### src/rtl/decode_pkg.sv
// decode_pkg
// Shared definitions for the decode stage: opcode encodings, instruction
// field bit positions, register-address width and the instruction width.
// Imported by instr_fields and decode_stage.
package decode_pkg;

    localparam int REG_W   = 3;
    localparam int INSTR_W = 16;

    // Opcode encodings (instruction bits [15:13]).
    localparam logic [2:0] OP_ADD  = 3'd0;
    localparam logic [2:0] OP_ADDI = 3'd1;
    localparam logic [2:0] OP_NAND = 3'd2;
    localparam logic [2:0] OP_LUI  = 3'd3;
    localparam logic [2:0] OP_SW   = 3'd4;
    localparam logic [2:0] OP_LW   = 3'd5;
    localparam logic [2:0] OP_BEQ  = 3'd6;
    localparam logic [2:0] OP_JALR = 3'd7;

    // Field positions (LSB of each field).
    localparam int OP_LSB      = 13;
    localparam int RA_LSB      = 10;
    localparam int RB_LSB      = 7;
    localparam int RC_LSB      = 0;
    localparam int IMM7_W      = 7;
    localparam int IMM10_W     = 10;
    localparam int IMM10_SHIFT = 6;

    typedef logic [REG_W-1:0] reg_addr_t;

endpackage

### src/rtl/instr_fields.sv
// instr_fields
// Purely combinational field decoder for one instruction word.
// Ports:
//   instr  in  16  raw instruction word
//   op     out 3   opcode
//   src0   out 3   first register-file read address (0 when unused)
//   src1   out 3   second register-file read address (0 when unused)
//   dest   out 3   destination register (0 for sw/beq)
//   wen    out 1   register write enable (destination nonzero)
//   imm    out 16  extended immediate for this opcode
module instr_fields
    import decode_pkg::*;
(
    input  logic [INSTR_W-1:0] instr,
    output logic [2:0]         op,
    output reg_addr_t          src0,
    output reg_addr_t          src1,
    output reg_addr_t          dest,
    output logic               wen,
    output logic [INSTR_W-1:0] imm
);

    reg_addr_t          ra;
    reg_addr_t          rb;
    reg_addr_t          rc;
    logic [INSTR_W-1:0] imm7_ext;
    logic [INSTR_W-1:0] imm10_ext;

    always_comb begin
        op        = instr[OP_LSB +: 3];
        ra        = instr[RA_LSB +: REG_W];
        rb        = instr[RB_LSB +: REG_W];
        rc        = instr[RC_LSB +: REG_W];
        imm7_ext  = {{(INSTR_W-IMM7_W){instr[IMM7_W-1]}}, instr[IMM7_W-1:0]};
        imm10_ext = {instr[IMM10_W-1:0], {IMM10_SHIFT{1'b0}}};

        src0 = '0;
        src1 = '0;
        dest = '0;
        imm  = '0;

        case (op)
            OP_ADD, OP_NAND: begin
                src0 = rb;
                src1 = rc;
                dest = ra;
            end
            OP_ADDI, OP_LW, OP_JALR: begin
                src0 = rb;
                dest = ra;
                imm  = imm7_ext;
            end
            OP_SW, OP_BEQ: begin
                // rA is a source here (store data / compare operand).
                src0 = rb;
                src1 = ra;
                imm  = imm7_ext;
            end
            OP_LUI: begin
                dest = ra;
                imm  = imm10_ext;
            end
            default: begin
                src0 = '0;
            end
        endcase

        // r0 is hardwired, so a write to it is suppressed.
        wen = (dest != '0);
    end

endmodule

### src/rtl/decode_stage.sv
// decode_stage
// One-cycle decode pipeline stage between fetch and execute. Register-file
// read addresses are issued combinationally so read data, registered on the
// same edge as the decoded instruction, lines up with out_valid.
//
// Handshake: a transfer happens on a rising edge where valid=1 and ready=1;
// a producer holds valid and payload stable until that transfer, and ready
// may depend combinationally on valid-independent state only.
//
// Optional feature macro: DECODE_INTERLOCK_EN (load-use interlock). When
// undefined, ex_load_* are ignored and no stall is ever generated.
//
// Ports:
//   clk, rst_n                   clock, async active-low reset
//   in_valid/in_instr/in_pc      fetch-side instruction and word PC
//   in_ready                     decode accepts this cycle
//   flush                        discard held and incoming instruction
//   raddr0/raddr1                register-file read addresses
//   ex_load_valid/ex_load_dest   load in execute and its destination
//   out_valid/out_ready          decoded-instruction handshake
//   out_op/out_dest/out_wen      opcode, destination, write enable
//   out_imm/out_pc/out_instr     immediate, PC, raw instruction
module decode_stage
    import decode_pkg::*;
#(
    parameter logic [INSTR_W-1:0] NOP_INSTR = 16'h0000
) (
    input  logic               clk,
    input  logic               rst_n,
    input  logic               in_valid,
    input  logic [INSTR_W-1:0] in_instr,
    input  logic [INSTR_W-1:0] in_pc,
    output logic               in_ready,
    input  logic               flush,
    output reg_addr_t          raddr0,
    output reg_addr_t          raddr1,
    input  logic               ex_load_valid,
    input  reg_addr_t          ex_load_dest,
    output logic               out_valid,
    input  logic               out_ready,
    output logic [2:0]         out_op,
    output reg_addr_t          out_dest,
    output logic               out_wen,
    output logic [INSTR_W-1:0] out_imm,
    output logic [INSTR_W-1:0] out_pc,
    output logic [INSTR_W-1:0] out_instr
);

    // Decode of the incoming word.
    logic [2:0]         in_op;
    reg_addr_t          in_src0;
    reg_addr_t          in_src1;
    reg_addr_t          in_dest;
    logic               in_wen;
    logic [INSTR_W-1:0] in_imm;

    // Decode of the held word; only its sources are needed.
    logic [2:0]         unused_held_op;
    reg_addr_t          held_src0;
    reg_addr_t          held_src1;
    reg_addr_t          unused_held_dest;
    logic               unused_held_wen;
    logic [INSTR_W-1:0] unused_held_imm;

    logic               out_valid_q, out_valid_d;
    logic [2:0]         out_op_q,    out_op_d;
    reg_addr_t          out_dest_q,  out_dest_d;
    logic               out_wen_q,   out_wen_d;
    logic [INSTR_W-1:0] out_imm_q,   out_imm_d;
    logic [INSTR_W-1:0] out_pc_q,    out_pc_d;
    logic [INSTR_W-1:0] out_instr_q, out_instr_d;

    logic adv;
    logic stall;
    logic accept;

    instr_fields u_in_fields (
        .instr (in_instr),
        .op    (in_op),
        .src0  (in_src0),
        .src1  (in_src1),
        .dest  (in_dest),
        .wen   (in_wen),
        .imm   (in_imm)
    );

    instr_fields u_held_fields (
        .instr (out_instr_q),
        .op    (unused_held_op),
        .src0  (held_src0),
        .src1  (held_src1),
        .dest  (unused_held_dest),
        .wen   (unused_held_wen),
        .imm   (unused_held_imm)
    );

`ifdef DECODE_INTERLOCK_EN
    // Unused sources decode to 0, so comparing against both addresses
    // only matches registers the instruction really reads.
    assign stall = ex_load_valid && (ex_load_dest != '0) &&
                   ((ex_load_dest == in_src0) || (ex_load_dest == in_src1));
`else
    logic unused_ex_load;
    assign unused_ex_load = ex_load_valid ^ (^ex_load_dest);
    assign stall = 1'b0;
`endif

    assign adv      = !out_valid_q || out_ready;
    assign in_ready = adv && !stall && !flush;
    assign accept   = in_valid && in_ready;

    // While holding, re-read the held instruction's registers so the
    // register-file output stays consistent with out_*.
    assign raddr0 = adv ? in_src0 : held_src0;
    assign raddr1 = adv ? in_src1 : held_src1;

    always_comb begin
        out_valid_d = out_valid_q;
        out_op_d    = out_op_q;
        out_dest_d  = out_dest_q;
        out_wen_d   = out_wen_q;
        out_imm_d   = out_imm_q;
        out_pc_d    = out_pc_q;
        out_instr_d = out_instr_q;

        if (flush) begin
            out_valid_d = 1'b0;
            out_wen_d   = 1'b0;
            out_instr_d = NOP_INSTR;
        end else if (adv) begin
            if (accept) begin
                out_valid_d = 1'b1;
                out_op_d    = in_op;
                out_dest_d  = in_dest;
                out_wen_d   = in_wen;
                out_imm_d   = in_imm;
                out_pc_d    = in_pc;
                out_instr_d = in_instr;
            end else begin
                // Bubble: nothing accepted, present a harmless NOP.
                out_valid_d = 1'b0;
                out_wen_d   = 1'b0;
                out_instr_d = NOP_INSTR;
            end
        end
    end

    always_ff @(posedge clk or negedge rst_n) begin
        if (!rst_n) begin
            out_valid_q <= 1'b0;
            out_op_q    <= '0;
            out_dest_q  <= '0;
            out_wen_q   <= 1'b0;
            out_imm_q   <= '0;
            out_pc_q    <= '0;
            out_instr_q <= NOP_INSTR;
        end else begin
            out_valid_q <= out_valid_d;
            out_op_q    <= out_op_d;
            out_dest_q  <= out_dest_d;
            out_wen_q   <= out_wen_d;
            out_imm_q   <= out_imm_d;
            out_pc_q    <= out_pc_d;
            out_instr_q <= out_instr_d;
        end
    end

    assign out_valid = out_valid_q;
    assign out_op    = out_op_q;
    assign out_dest  = out_dest_q;
    assign out_wen   = out_wen_q;
    assign out_imm   = out_imm_q;
    assign out_pc    = out_pc_q;
    assign out_instr = out_instr_q;

endmodule

### config.mk
export PLATFORM = sky130hd
export DESIGN_NAME = decode_stage
export DESIGN_NICKNAME = d
export VERILOG_FILES = /design/src/rtl/decode_pkg.sv /design/src/rtl/instr_fields.sv /design/src/rtl/decode_stage.sv
export SDC_FILE = /design/constraint.sdc
export NUM_CORES = 1
export LEC_CHECK = 0
export ABC_AREA = 1
export CAP_MARGIN = 20
export CORE_MARGIN = 2
export CORE_UTILIZATION = 45
export DETAILED_ROUTE_END_ITERATION = 7
export PLACE_DENSITY = 0.8
export SETUP_SLACK_MARGIN = 0.2
export SYNTH_ARGS = -nofsm -noshare
export SYNTH_HDL_FRONTEND = slang
export SYNTH_HIERARCHICAL = 1
export SYNTH_SLANG_ARGS = --single-unit
### constraint.sdc
create_clock -name clk -period 1.14 [get_ports clk]
set_input_delay 0.114 -clock clk [delete_from_list [all_inputs] [get_ports clk]]
set_output_delay 0.114 -clock clk [all_outputs]
set_load 0.05 [all_outputs]
==> results.yml, run 1 <==
placement:
  hpwl_mm: 6.41
  portBuffers: 99
  gp_congestion: 0.952
clock_tree:
  cts_buffers: 5
  cts-root-buf: "clkbuf_8"
  cts.htree.levels: 2
  ctsLongestPathBuffers: 2
floorplan:
  die_h_um: 82.4
  start_util: 0.467
  fp-row-count: 28
  die_x_um: 82.4
  ios: 104
timing:
  postGrtWorstEndpoint: "out_instr[12]$_DFFE_PN0P_/D"
  worst_endpoint_kind: "sequential cell input"
outcome:
  lastStage: "global routing (5_1_grt)"
  tool.error: "[ERROR DPL-0038] Utilization greater than 100%, impossible to legalize"
  outcome: "aborted with a tool error"
synth:
  ys_warn_count: 6
  syn_inst: 360
  synth_nets: 401
  netlist_area_um2: 2770
  synth.avg_cell_area_um2: 7.69
grt:
  grt_max_degree: 57
## repair_timing
item | CTS
endpoints found under the hold margin | 56
hold buffers | 1
setup buffers | 36
setup endpoints to repair | 119
resized for setup | 68
gates cloned | 4
pin swaps | 12
## metrics by stage
stage	worst slack, ns	TNS [ns]	instances	utilization	area, µm²
3_5_place_dp	-0.436	-19.09	546	0.801	4740
4_1_cts	-0.343	-12.83	595	0.919	5440
2_1_floorplan	-0.0797	-1.85	360	-	2860
3_3_place_gp	-0.357	-16.13	546	0.801	4740
==> run 2: changes to the inputs <==
--- a/config.mk
+++ b/config.mk
@@ -8,10 +8,9 @@
 export ABC_AREA = 1
 export CAP_MARGIN = 20
 export CORE_MARGIN = 2
-export CORE_UTILIZATION = 45
+export CORE_UTILIZATION = 40
 export DETAILED_ROUTE_END_ITERATION = 7
-export PLACE_DENSITY = 0.8
-export SETUP_SLACK_MARGIN = 0.2
+export PLACE_DENSITY_LB_ADDON = 0.15
 export SYNTH_ARGS = -nofsm -noshare
 export SYNTH_HDL_FRONTEND = slang
 export SYNTH_HIERARCHICAL = 1
==> run 2 against run 1 <==
The flow now finishes, with violations (setup timing). Synthesized area is the same. Synthesized cell count is the same.
==> results.yml, run 2 <==
outcome:
  failed_checks: "setup timing"
  outcome: "finished with violations"
power:
  p_leak_nw: 2.65
  p_sw_mw: 2.48
  swShare: 0.378
  combPwrFrac: 0.454
  ir_drop_uv: 609
  power.total_mw: 6.58
  power_frac_seq: 0.381
  p_int_mw: 4.09
  p_clk_frac: 0.165
  powerDensity_nw_per_um2: 1250
drt:
  dr.pass1.iters: 6
  drt-total-wl_mm: 9.14
  vias: 3024
  vias_per_cell: 5.28
  drc: 0
  detail_route.wl_per_cell_um: 16.0
  drtIter0Drc: 229
  ant_nets: 0
placement:
  placed_cells: 548
  gp_congestion: 0.873
  hpwl_mm: 5.87
  portBuffers: 99
min_path:
  hp-class: "in -> reg"
  hp-start: "in_valid"
clock_tree:
  clock-sinks: 56
  path_clk_slew_ns: 0.11
  clk_latency_ns: 0.31
  cts.htree.levels: 2
  ctsLongestPathBuffers: 2
  cts-root-buf: "clkbuf_8"
  cts_buffers: 5
  cts_tree: "done"
floorplan:
  ios: 104
  fp.dieArea_um2: 7600
  die_x_um: 87.2
  coreArea_um2: 6760
  start_util: 0.410
  die_h_um: 87.2
  fp-row-count: 30
grt:
  antenna_found_initial: 0
  grt_pass1_vias: 2791
  grt_max_degree: 57
  grt_usage: 0.227
  grt_overflow_total: 0
  grt_pass1_wl_mm: 13.8
timing:
  max_freq_mhz: 665
  tns_ns: -7.12
  slew_violations: 0
  clock_skew_ns: 0.00771
  rsz0062_at_grt: "yes"
  finalSetupViolCount: 52
  worst_pin_slew_ns: 0.326
  slew_headroom: 0.783
  final-hold-violation-count: 0
  period_needed_ns: 1.50
  timing.final.crit_share: 1.32
  setup_ws_ns: -0.364
synth:
  synth.avg_cell_area_um2: 7.69
  synth_nets: 401
  syn_inst: 360
  ys_warn_count: 6
  netlist_area_um2: 2770
worst_setup_path:
  worstSetupPathType: "reg -> out"
  cp.arrival_ns: 1.39
  path_delay_family: "flip-flops"
  path_common_cell: "nand2_1"
  crit_chain: "nor2_4 > nand2_1 > o21ai_1 > nand2_1 > nand2_4 > buf_12"
  critPathLaunchType: "flop"
  end_kind: "output pin"
  critical_path.max_fanout: 5
  crit_path_start: "out_instr[15]$_DFFE_PN0P_"
  crit_required_ns: 1.03
  path_buf_inv: 1
  reg2reg_from: "out_valid$_DFFE_PN0P_"
  crit_slowest_cell: "dfrtp_2"
  slowest_delay_ns: 0.49
job:
  cap_violations: 0
layout:
  seq_area_um2: 1410
  final_common_cell: "nand2_1"
  drive_gt1_frac: 0.383
  finalNonFillerCells: 573
  nets: 533
  multi_input_area_um2: 1320
  layout_common_cells: "nand2_1, buf_12, nand4_1, dfrtp_1, clkdlybuf4s50_1"
  syn_to_final_growth_pct: 90.3
  fillerInstances: 445
  n_antenna_cell: 0
[run 2: through the flow]
stage | hold WS, ns | setup slack, ns | utilization | instance area, µm²
floorplan | -0.182 | -0.0797 | - | 2860
global placement | 0.139 | -0.387 | 0.703 | 4750
detailed placement | 0.137 | -0.403 | 0.703 | 4750
CTS | 0.293 | -0.334 | 0.739 | 4990
global route | 0.322 | -0.433 | 0.779 | 5270
finish | 0.315 | -0.364 | 0.779 | 5270
[run 2: per-layer routing]
layer,routed length (µm),share of wire,GRT usage
met1,4040,0.44,0.344
met2,4480,0.49,0.341
met3,494,0.054,0.0351
met4,126,0.014,0.0545
met5,0,0,0
[run 2: area by class of cell]
class | instances | share of cell area
Timing Repair Buffer | 154 | 0.426
Sequential cell | 56 | 0.267
Multi-Input combinational cell | 248 | 0.251
Inverter | 27 | 0.0207
Tap cell | 80 | 0.0190
Clock buffer | 7 | 0.0145
Clock inverter | 1 | 0.00166
[run 2: power by group through the flow]
| stage | sequential (mW) | clock, mW | combinational [mW] |
|---|---|---|---|
| floorplan | 3.19 | 0 | 0.527 |
| global placement | 2.51 | 0 | 2.77 |
| detailed placement | 2.52 | 0 | 2.80 |
| CTS | 2.48 | 1.10 | 2.86 |
| global route | 2.53 | 1.18 | 3.12 |
| finish | 2.51 | 1.09 | 2.99 |
[run 2: repair_timing]
action | in CTS | in global routing
hold buffers | 1 | 0
pin swaps | 10 | 24
hold endpoints to repair | 56 | 0
cloned | 1 | 3
endpoints found under the setup margin | 28 | 48
setup buffers | 8 | 11
gates resized for setup | 21 | 65
[run 2: worst paths after layout]
check                                           endpoint  slack (ns)  cells after the start
worst max-delay path                           raddr1[0]       -0.36                      6
min in group asynchronous         out_pc[15]$_DFFE_PN0P_        0.32                      3
worst min-delay path               out_pc[2]$_DFFE_PN0P_        0.31                      4
worst max register to register  out_instr[9]$_DFFE_PN0P_       -0.20                      8
max in group asynchronous          out_valid$_DFFE_PN0P_        0.53                      3
worst min register to register   out_imm[15]$_DFFE_PN0P_        0.54                      2
[run 2: worst register-to-register path, cell delays in order, from the launching register on]
cell	delay (ns)
dfrtp_2	0.40
nand2_4	0.08
buf_6	0.12
clkbuf_16	0.14
buf_8	0.12
nor2_4	0.13
buf_8	0.16
nand2_1	0.07
nand2_1	0.07
Power figures use the tool's default switching activity.
